--- src/rtl/song_autoplayer.sv ---
// Ode-to-Joy autoplayer and live-key arbiter for the shared tone generator.
// Optional macro SONG_LOOP_EN: restart the phrase at end-of-song instead of idling.
module song_autoplayer #(
  parameter int HALF_BEAT_CYCLES = 12_500_000,
  parameter int GAP_CYCLES       = 2_500_000
) (
  input  logic       CLK,
  input  logic       RESET,
  input  logic       play,
  input  logic       stop,
  input  logic [7:0] sw,
  output logic [3:0] note_out,
  output logic [7:0] led,
  output logic       playing,
  output logic       preempted,
  output logic       done
);

  typedef enum logic [1:0] {IDLE, NOTE, GAP} state_t;

  state_t      state, state_n;
  logic [3:0]  idx, idx_n;
  logic [27:0] timer, timer_n;
  logic        done_n;
  logic [3:0]  live;

  function automatic logic [3:0] rom_note(input logic [3:0] i);
    case (i)
      4'd0, 4'd1, 4'd6, 4'd11, 4'd12: rom_note = 4'd3;
      4'd2, 4'd5:                     rom_note = 4'd4;
      4'd3, 4'd4:                     rom_note = 4'd5;
      4'd7, 4'd10, 4'd13, 4'd14:      rom_note = 4'd2;
      4'd8, 4'd9:                     rom_note = 4'd1;
      default:                        rom_note = 4'd0;
    endcase
  endfunction

  function automatic logic [2:0] rom_dur(input logic [3:0] i);
    case (i)
      4'd12:   rom_dur = 3'd3;
      4'd13:   rom_dur = 3'd1;
      4'd14:   rom_dur = 3'd4;
      default: rom_dur = 3'd2;
    endcase
  endfunction

  function automatic logic [27:0] note_len(input logic [3:0] i);
    note_len = 28'(rom_dur(i)) * 28'(HALF_BEAT_CYCLES);
  endfunction

  // Lowest set key wins: scan high to low so the lowest bit is written last.
  always_comb begin
    live = 4'd0;
    for (int k = 7; k >= 0; k--)
      if (sw[k]) live = 4'(k + 1);
  end

  always_comb begin
    state_n = state;
    idx_n   = idx;
    timer_n = timer;
    done_n  = 1'b0;
    case (state)
      IDLE: begin
        if (play && !stop) begin
          state_n = NOTE;
          idx_n   = 4'd0;
          timer_n = note_len(4'd0);
        end
      end
      default: begin
        if (stop) begin
          state_n = IDLE;
          idx_n   = 4'd0;
          timer_n = 28'd0;
        end else if (sw == 8'd0) begin
          // Any key held freezes state, idx and timer; only advance when free.
          if (timer > 28'd1) begin
            timer_n = timer - 28'd1;
          end else if (state == NOTE && GAP_CYCLES != 0) begin
            state_n = GAP;
            timer_n = 28'(GAP_CYCLES);
          end else if (idx != 4'd14) begin
            state_n = NOTE;
            idx_n   = idx + 4'd1;
            timer_n = note_len(idx + 4'd1);
          end else begin
            done_n = 1'b1;
            idx_n  = 4'd0;
`ifdef SONG_LOOP_EN
            state_n = NOTE;
            timer_n = note_len(4'd0);
`else
            state_n = IDLE;
            timer_n = 28'd0;
`endif
          end
        end
      end
    endcase
  end

  // Outputs are registered from next-state values so they line up with state.
  always_ff @(posedge CLK or posedge RESET) begin
    if (RESET) begin
      state     <= IDLE;
      idx       <= 4'd0;
      timer     <= 28'd0;
      note_out  <= 4'd0;
      led       <= 8'd0;
      playing   <= 1'b0;
      preempted <= 1'b0;
      done      <= 1'b0;
    end else begin
      state     <= state_n;
      idx       <= idx_n;
      timer     <= timer_n;
      done      <= done_n;
      playing   <= (state_n != IDLE);
      preempted <= (state_n != IDLE) && (sw != 8'd0);
      led       <= (state_n != IDLE) ? (8'd1 << (rom_note(idx_n) - 4'd1)) : 8'd0;
      if (sw != 8'd0)
        note_out <= live;
      else if (state_n == NOTE)
        note_out <= rom_note(idx_n);
      else
        note_out <= 4'd0;
    end
  end

endmodule

--- config.mk ---
export PLATFORM = sky130hd
export DESIGN_NAME = song_autoplayer
export DESIGN_NICKNAME = d
export VERILOG_FILES = /design/src/rtl/song_autoplayer.sv
export SDC_FILE = /design/constraint.sdc
export NUM_CORES = 1
export LEC_CHECK = 0
export ABC_AREA = 1
export ABC_CLOCK_PERIOD_IN_PS = 5000
export CAP_MARGIN = 20
export CORE_ASPECT_RATIO = 0.7
export CORE_UTILIZATION = 56
export DETAILED_ROUTE_END_ITERATION = 8
export PLACE_DENSITY = 0.79
export SLEW_MARGIN = 20
export SYNTH_ARGS = -nofsm -noshare
export SYNTH_HDL_FRONTEND = slang
export SYNTH_SLANG_ARGS = --single-unit
--- constraint.sdc ---
create_clock -name CLK -period 5 [get_ports CLK]
set_input_delay 1 -clock CLK [delete_from_list [all_inputs] [get_ports CLK]]
set_output_delay 1 -clock CLK [all_outputs]
set_load 0.03 [all_outputs]
# Yosys cells after proc, flatten, opt, wreduce, memory -nomap -nowiden
# Memories as Yosys holds them, arrays and structs flattened.
# Cells that the tools add are included.
dict set report totals {
  ff_bits 49
  mem_bits_ro 96
  input_bits 12
  out_inout_bits 15
  elab_cells 77
  n_memories 2
}
dict set report classes {
  add_sub_neg 3
  mul 1
  order_cmp 1
  n_eq_ne 7
  shift 1
  muxes 45
  reduce_logical 9
}
# memory words word_bits read_ports rd_clocked_by_memory_dff wr line_no
set memory_table {}
lappend memory_table {{(name not given)} 16 3 1 0 0 28} ;# case (i)
lappend memory_table {{(name not given)} 16 3 1 0 0 28}
# cell count
set op_table {}
lappend op_table {{2-to-1 mux 28 bit} 5}
lappend op_table {{2-to-1 mux 4 bit} 17}
lappend op_table {{2-to-1 mux 27 bit} 2}
lappend op_table {{greater-than comparator 28 x 1 -> 1 bit, second input constant} 1}
lappend op_table {{subtractor 28 x 1 -> 28 bit, second input constant} 1}
lappend op_table {{multiplier 3 x 19 -> 22 bit, second input constant} 1}
lappend op_table {{2-to-1 mux 3 bit} 6}
lappend op_table {{== test 4 bit, second input constant} 3}
lappend op_table {{2-to-1 mux 2 bit} 6}
lappend op_table {{case mux 3 bit (3 select lines)} 1}
lappend op_table {{logical NOT 8 bit} 1}
lappend op_table {{2-to-1 mux 8 bit} 1}
lappend op_table {{nonzero test 8 bit} 1}
lappend op_table {{<< shifter 1 x 4 -> 8 bit, first input constant} 1}
lappend op_table {{2-to-1 mux 1 bit} 7}
lappend op_table {{adder 4 x 1 -> 4 bit, second input constant} 1}
lappend op_table {{== test 2 x 1 -> 1 bit, second input constant} 2}
lappend op_table {{inequality test 4 bit, second input constant} 1}
lappend op_table {{subtractor 4 x 1 -> 4 bit, second input constant} 1}
lappend op_table {{nonzero test 3 bit} 1}
lappend op_table {{logical AND 1 bit} 2}
lappend op_table {{logical NOT 2 bit} 1}
lappend op_table {{inequality test 2 bit, second input constant} 1}
lappend op_table {{AND reduction 2 bit} 1}
lappend op_table {{2 further kinds} 2}

# Depth between registers and ports, before layout
dict set report logic_depth {
  ltp_word 16
  depth_mapped 20
}

# Least setup slack after synthesis
# Ideal clock, no wire load.
dict set report synth_path {
  kind {register to register}
  from {register idx[0]}
  to {register timer[24]}
  setup_time_ns 0.078
  arrival_time_ns 3.364
  required_ns 4.922
  setup_slack_ns 1.558
  path_stages_with_launch 19
  synth_period_minus_slack_ns 3.442
  path_cell_list {dfrtp_1 -> ha_1 -> xnor2_1 -> inv_1 -> nand2_1 -> a211oi_1 -> inv_1 -> fa_1 -> inv_1 -> ha_1 -> a21oi_1 -> o21ai_0 -> nor2_1 -> o21ai_0 -> a21oi_1 -> o21ai_0 -> o21ai_1 -> nand2_1 -> a21oi_1}
}
dict set report synth_via {
  elab_chain_len 16
  elab_cells_between_ends 19
}
# element line_no
set synth_lines {}
lappend synth_lines {{from (decl)} 22} ;# logic [3:0] idx, idx_n;
lappend synth_lines {{from (signal assigned)} 116} ;# idx <= idx_n;
lappend synth_lines {{adder 4 x 1 -> 4 bit} 86} ;# timer_n = note_len(idx + 4'd1);
lappend synth_lines {{== test 4 bit} 39} ;# case (i)
lappend synth_lines {{case mux 3 bit (3 select lines)} 39}
lappend synth_lines {{2-to-1 mux 3 bit} 83} ;# end else if (idx != 4'd14) begin
lappend synth_lines {{2-to-1 mux 3 bit} 80} ;# end else if (state == NOTE && GAP_CYCLES != 0) begin
lappend synth_lines {{2-to-1 mux 3 bit} 78} ;# if (timer > 28'd1) begin
lappend synth_lines {{2-to-1 mux 3 bit} 76} ;# end else if (sw == 8'd0) begin
lappend synth_lines {{2-to-1 mux 3 bit} 72} ;# if (stop) begin
lappend synth_lines {{2-to-1 mux 3 bit} 63} ;# case (state)
lappend synth_lines {{multiplier 3 x 19 -> 22 bit} 48} ;# note_len = 28'(rom_dur(i)) * 28'(HALF_BEAT_CYCLES);
lappend synth_lines {{2-to-1 mux 27 bit *} 83}
lappend synth_lines {{2-to-1 mux 27 bit *} 80}
lappend synth_lines {{2-to-1 mux 28 bit *} 78}
lappend synth_lines {{2-to-1 mux 28 bit *} 76}
lappend synth_lines {{2-to-1 mux 28 bit *} 72}
lappend synth_lines {{2-to-1 mux 28 bit *} 63}
lappend synth_lines {{to (signal assigned)} 117} ;# timer <= timer_n;
lappend synth_lines {{to (decl)} 23} ;# logic [27:0] timer, timer_n;
# Mark *: on every way between the ends. The rest lies on a longest branch, timed or not. The select of a mux whose other input is x is not followed.
# A chain may end at the register's enable or synchronous reset.

# Worst setup path after layout
# Same ends and word-level chain as after synthesis.

==> summary.md <==
| Metric | Value |
|---|---|
| Slew @ Worst Pin | around 0.86 ns |
| Starting DRT DRC Count | 378 |
| TNS Setup | 0 ns |
| Final Wtd Congestion | about 1.1 |
| Clock Latency Late Sink | between 0.3 and 0.4 ns |
| CP max FO | 7 |
| Post-DP HPWL | between 7 and 8 mm |
| Total Die Area | around 0.0067 sq mm |
| Mux contribution to synthesized area | 0% |
| Max-cap violations | 0 |
| Row count | 23 |
| DRT Pass-1 Iters | 9 |
| Core box area | just under 0.006 sq mm |
| Synthesized area | 0.00358 sq mm |
| Post-Synth Adder-Cell Area | about 6.7% |
| CTS tree | yes |
| Crit share post-route | about 80% |
| Post-synth cell types | 42 |
| Post-synth top cells | inv_1 (83), nand2_1 (78), nor2_1 (75) |
| Total CTS buffers | 5 |
| Synth Area in XOR/XNOR | 2.20% |
| Hold buffers post-CTS | 0 |
| CTS Buffer Depth | 2 |
| R2R depth | 18 |
| Num Clock Sinks | 49 |
| Initial antenna violation count | 0 |
| Tmin final | about 4 ns |
| Gr ovfl total | 0 |
| Port bufs | 26 |
| Hold-critical path depth | 1 |
| Arrival @ worst endpoint | approximately 4.2 ns |
| Yosys top cell area share | 34.3% |
| Drt via density | between 5 and 6 |
| Asr flop ratio synth | 100% |
| Setup slack, reg-to-reg | slightly below 1 ns |
| Pleak | just under 2 nW |
| Post-Syn Area per Cell | around 7.1 sq um |
| Final Net Count | approximately 560 |
| Post-CTS Setup Bufs | 0 |
| Worst-case hold path end point | timer[3] |
| Final Instance Area | roughly 0.004 sq mm |
| Post-synthesis compound-gate area fraction | ~17% |
| Largest family of logic cells by synthesized area | simple AND/OR/NAND/NOR gates |
| Hold WC Path Type | reg -> reg |
| Cell area power density | 243 mW/mm^2 |
| Hold Startpoint | timer[3] |
| CP max-delay cell | fa_1 |
| Fmax | about 250 MHz |
| RSZ-0062 raised after global routing | no |
| # setup viols final | 0 |
| Area leader, netlist | dfrtp_1 |
| CP peak stage delay | roughly 0.54 ns |
| Clk_skew | between 0.015 and 0.02 ns |
| Reg2Reg Launch Point | idx[0] |
| H-tree Lvls | 2 |
| Reg clk slew, reported paths | approximately 0.10 ns |
| Outcome | completed |
| Number of global-route vias before repair | roughly 3.1k |
| Detailed-route DRC error count | 0 |
| Global-route wire length before repair | about 15 mm |
| Layout Area Growth over Synthesis | 12.2% |
| Aggregate global-route resource usage | approximately 28% |
| Post-synthesis sequential area ratio | around a third |
| WS Path Type | reg -> reg |
| Reg2reg end | timer[24] |
| Diodes inserted | 0 |
| Layout cell share with drive strength beyond 1 | under 10% |
| YS warnings | 0 |
| Vias | 3,439 |
| Largest net degree at the start of global routing | 50 |
| Most numerous cell in the Yosys netlist | inv_1 |
| Crit path capture type | flop |
| Post-synth EDFFs | 0 |
| Req. time, crit path | 5.22 ns |
| Final slew viol count | 0 |
| PostCTS Resize Cnt | 0 |
| CTS Root Cell | clkbuf_8 |
| Crit path cell chain | ha_1 > xnor2_1 > inv_1 > nand2_1 > a211oi_1 > inv_1 > fa_1 > inv_1 > ha_1 > a21oi_1 > o21ai_0 > nor2_1 > o21ai_0 > a21oi_1 > o21ai_0 > o21ai_1 > nand2_1 > a21oi_1 |
| WL/cell | roughly 15 um |
| Fin. Hold Viols | 0 |
| Final WL | approximately 9 mm |
| Post-Synth Simple-Gate Area | a little under 30% |
| Initial Util | 60.3% |
| Dpl cell area | a little under 0.004 sq mm |
| Synth Flop Type | dfrtp_1 |
| Startpoint types | flop |
| Die width | 97.5 um |
| Area contributors post-synth | dfrtp_1 (34%), inv_1 (8.7%), nand2_1 (8.2%) |
| Num ports | 27 |
| Post-synthesis instance total | between 500 and 600 |
| Die H | ~70 um |
| Yosys reg bits | roughly 50 |
| Antenna viol nets, final | 0 |
| Slew headroom | between 40% and 50% |
| Max IR drop VDD | approximately 130 uV |
metal layers:
layer	vias up	GRT usage (%)	share of wire, %
li1	1673	-	-
met1	1587	40.2	47
met2	168	44.0	42
met3	11	6.55	9.8
met4	0	7.35	0.84
met5	-	0	0
metrics by stage:
stage / cells / utilization (%) / total power, mW / setup WS, ns / hold slack, ns
6_report: 607 / 67.7 / 0.977 / 0.992 / 0.518
5_1_grt: 607 / 67.7 / 1.03 / 0.703 / 0.523
2_1_floorplan: 503 / - / 0.663 / 1.56 / 0.448
3_3_place_gp: 599 / 66.2 / 0.729 / 1.32 / 0.490
3_5_place_dp: 599 / 66.2 / 0.736 / 1.11 / 0.501
4_1_cts: 607 / 67.7 / 0.976 / 1.04 / 0.515
placed cells by master, fill, tap and decap left out, types with 3 or more instances in the layout:
master | synthesis | routed
clkbuf_8 | 0 | 5
nand2_4 | 4 | 4
a21oi_1 | 33 | 33
a22oi_1 | 7 | 7
nor3_1 | 8 | 8
nand3_1 | 21 | 21
xor2_1 | 7 | 7
nor2_1 | 75 | 75
nand2_2 | 7 | 7
nor2_2 | 9 | 9
inv_1 | 83 | 82
o211ai_1 | 3 | 3
clkdlybuf4s50_1 | 0 | 26
nand4_1 | 6 | 6
o21ai_0 | 41 | 41
nand2_1 | 78 | 78
o22ai_1 | 6 | 6
ha_1 | 16 | 16
inv_2 | 5 | 5
o21ai_1 | 5 | 5
nor2_4 | 4 | 4
a31oi_1 | 4 | 4
conb_1 | 1 | 3
dfrtp_1 | 49 | 49
worst max-delay path: cells and delay by family, from the launching register on:
| kind | cells | cell delay [ns] |
|---|---|---|
| compound gates | 8 | 1.63 |
| xor+xnor | 1 | 0.14 |
| fa+ha+maj | 3 | 1.09 |
| buf+inv | 3 | 0.34 |
| flops | 1 | 0.47 |
| simple gates | 3 | 0.26 |
worst max-delay path by stage:
stage,depth (start not counted),from,to,slack [ns]
floorplan,18,idx[0],timer[24],1.56
global placement,18,idx[0],timer[24],1.32
detailed placement,18,idx[0],timer[24],1.11
CTS,18,idx[0],timer[24],1.04
global route,18,idx[0],timer[24],0.70
finish,18,idx[0],timer[24],0.99
kinds of logic after synthesis:
group / Yosys count
compound gates: 109
xor+xnor: 9
fa+ha+maj: 18
buf+inv: 94
flops: 49
other cells: 1
simple gates: 221
registers in the layout, summed over array words and instances, names as in the netlist:
signal / cells
idx: 4
note_out: 4
timer: 28
done: 1
preempted: 1
playing: 1
led: 8
state: 2
final cells by class:
class / count / area (sq um)
multi-input combinational: 360 / 2000
fill: 514 / 1910
sequential: 49 / 1230
inverter: 88 / 332
timing repair buffer: 27 / 268
tap: 75 / 93.8
clock buffer: 5 / 68.8
clock inverter: 3 / 21.3
report_power, final:
| group | switching (mW) | total [mW] | internal (mW) |
|---|---|---|---|
| registers | 0.0436 | 0.477 | 0.433 |
| logic | 0.165 | 0.258 | 0.0925 |
| clock network | 0.143 | 0.243 | 0.0996 |
No activity file was read; power rests on OpenSTA's default activity.
==> RTL change, RTL diff (same flow settings) <==
Build with the macro `SONG_LOOP_EN` defined.
--- a/src/rtl/song_autoplayer.sv
+++ b/src/rtl/song_autoplayer.sv
@@ -1,5 +1,7 @@
 // Ode-to-Joy autoplayer and live-key arbiter for the shared tone generator.
 // Optional macro SONG_LOOP_EN: restart the phrase at end-of-song instead of idling.
+`define SONG_LOOP_EN
+
 module song_autoplayer #(
   parameter int HALF_BEAT_CYCLES = 12_500_000,
   parameter int GAP_CYCLES       = 2_500_000
Function: no difference found for any inputs over 10 cycles, from zero or initial values and one cycle with RESET high; that may be too few to reach the edited logic, so the function may still have changed.
==> RTL change against the unedited design <==
The run now ends with DRC left; sequential power is 1% lower; critical path type unchanged; setup slack better by 0.19 ns; largest cell class unchanged; clock skew is 0.0055 ns lower; synthesized area increased by 1.0%; sequential cell count unchanged; design area grew 1.1%; wire length fell by 1.8%; via count down 1.4%; core utilization down 2.4 points; power increased by 0.92%.
==> RTL change: results (changes against the unedited design) <==
Drt
  – TritonRoute pass-1 iters: 7 (was 9)
  – Iteration-0 DRC Markers: 397 (was 378)
  – Remaining DRCs: 1 (was 0)
  – WL final: 8.972 mm (was 9.141 mm)

Power and ir drop
  – P_leak: 1.921 nW (was 1.960 nW)
  – Sequential Power Share: 47.8% (was 48.8%)
  – Peak supply drop: 0.1386 mV (was 0.1310 mV)
  – Comb pwr share: 26.5% (was 26.4%)

Place
  – Pre-CTS WS: 1.225 ns (was 1.112 ns)
  – DP HPWL: 6.945 mm (was 7.007 mm)
  – Cell area after placement: 3963 sq um (was 3923 sq um)

Synth
  – Synth area leaders: dfrtp_1 34%, inv_1 8.2%, nand2_1 6.9%, nor2_1 6.9%, ha_1 5.5% (was dfrtp_1 34%, inv_1 8.7%, nand2_1 8.2%, nor2_1 7.9%, o21ai_0 5.7%)
  – Commonest cells in the synthesized netlist: 79 x inv_1, 66 x nand2_1, 66 x nor2_1, 49 x dfrtp_1, 39 x o21ai_0 (was 83 x inv_1, 78 x nand2_1, 75 x nor2_1, 49 x dfrtp_1, 41 x o21ai_0)
  – XOR/XNOR Fraction of Synth Area: 2.909% (was 2.204%)
  – Sequential area share after synthesis: 33.93% (was 34.28%)
  – Synth Area in Compound Gates: 16.90% (was 17.21%)
  – Adder-Cell Fraction of Synth Area: 6.648% (was 6.716%)

Global route
  – Met1 Use GR: 41.35% (was 40.15%)
  – Gr usage total: 27.27% (was 28.30%)

Cells and area
  – Seq area share: 30.21% (was 30.55%)
  – NonClk Buf Share: 6.597% (was 6.671%)
  – Net count, final: 549 (was 561)
  – Filler instances: 543 (was 514)

Floorplan
  – Die Wd: 98.01 microns (was 97.53 microns)

Hold path
  – Hold Path Origin: timer[9] (was timer[3])

Outcome
  – Failing checks: DRC
  – Status: complete, but fails checks (was complete, no violations)

Worst setup path
  – Slowest stage delay, CP: 0.59 ns (was 0.54 ns)
==> RTL change: changes by cell type in the layout (fill, tap and decap cells not counted), moves of 4 or more <==
cell     before  now
nand2_2       7   11
nor2_1       75   66
nand3_1      21   27
inv_1        82   78
nand2_1      78   66
==> RTL change: per-stage QoR <==
stage | std cells | utilization, %
6_report | 598 | 65.30
5_1_grt | 598 | 65.30
2_1_floorplan | 490 | -
4_1_cts | 598 | 65.28
3_5_place_dp | 590 | 63.75
3_3_place_gp | 590 | 63.75
==> RTL change: per-layer routing <==
layer / routed length [microns] / vias up
met5: 0 / -
met4: 205 / 0
met3: 704 / 25
met2: 3776 / 157
met1: 4286 / 1540
li1: - / 1669
==> RTL change: final timing paths <==
kind                       cells past startpoint  slack [ns]         to
setup / recovery                              16        1.18  timer[24]
hold / removal                                 1        0.49   timer[9]
setup reg to reg                              16        1.18  timer[24]
hold reg to reg                                1        0.49   timer[9]
max in group asynchronous                      2        3.36  timer[22]
min in group asynchronous                      2        1.13   timer[3]
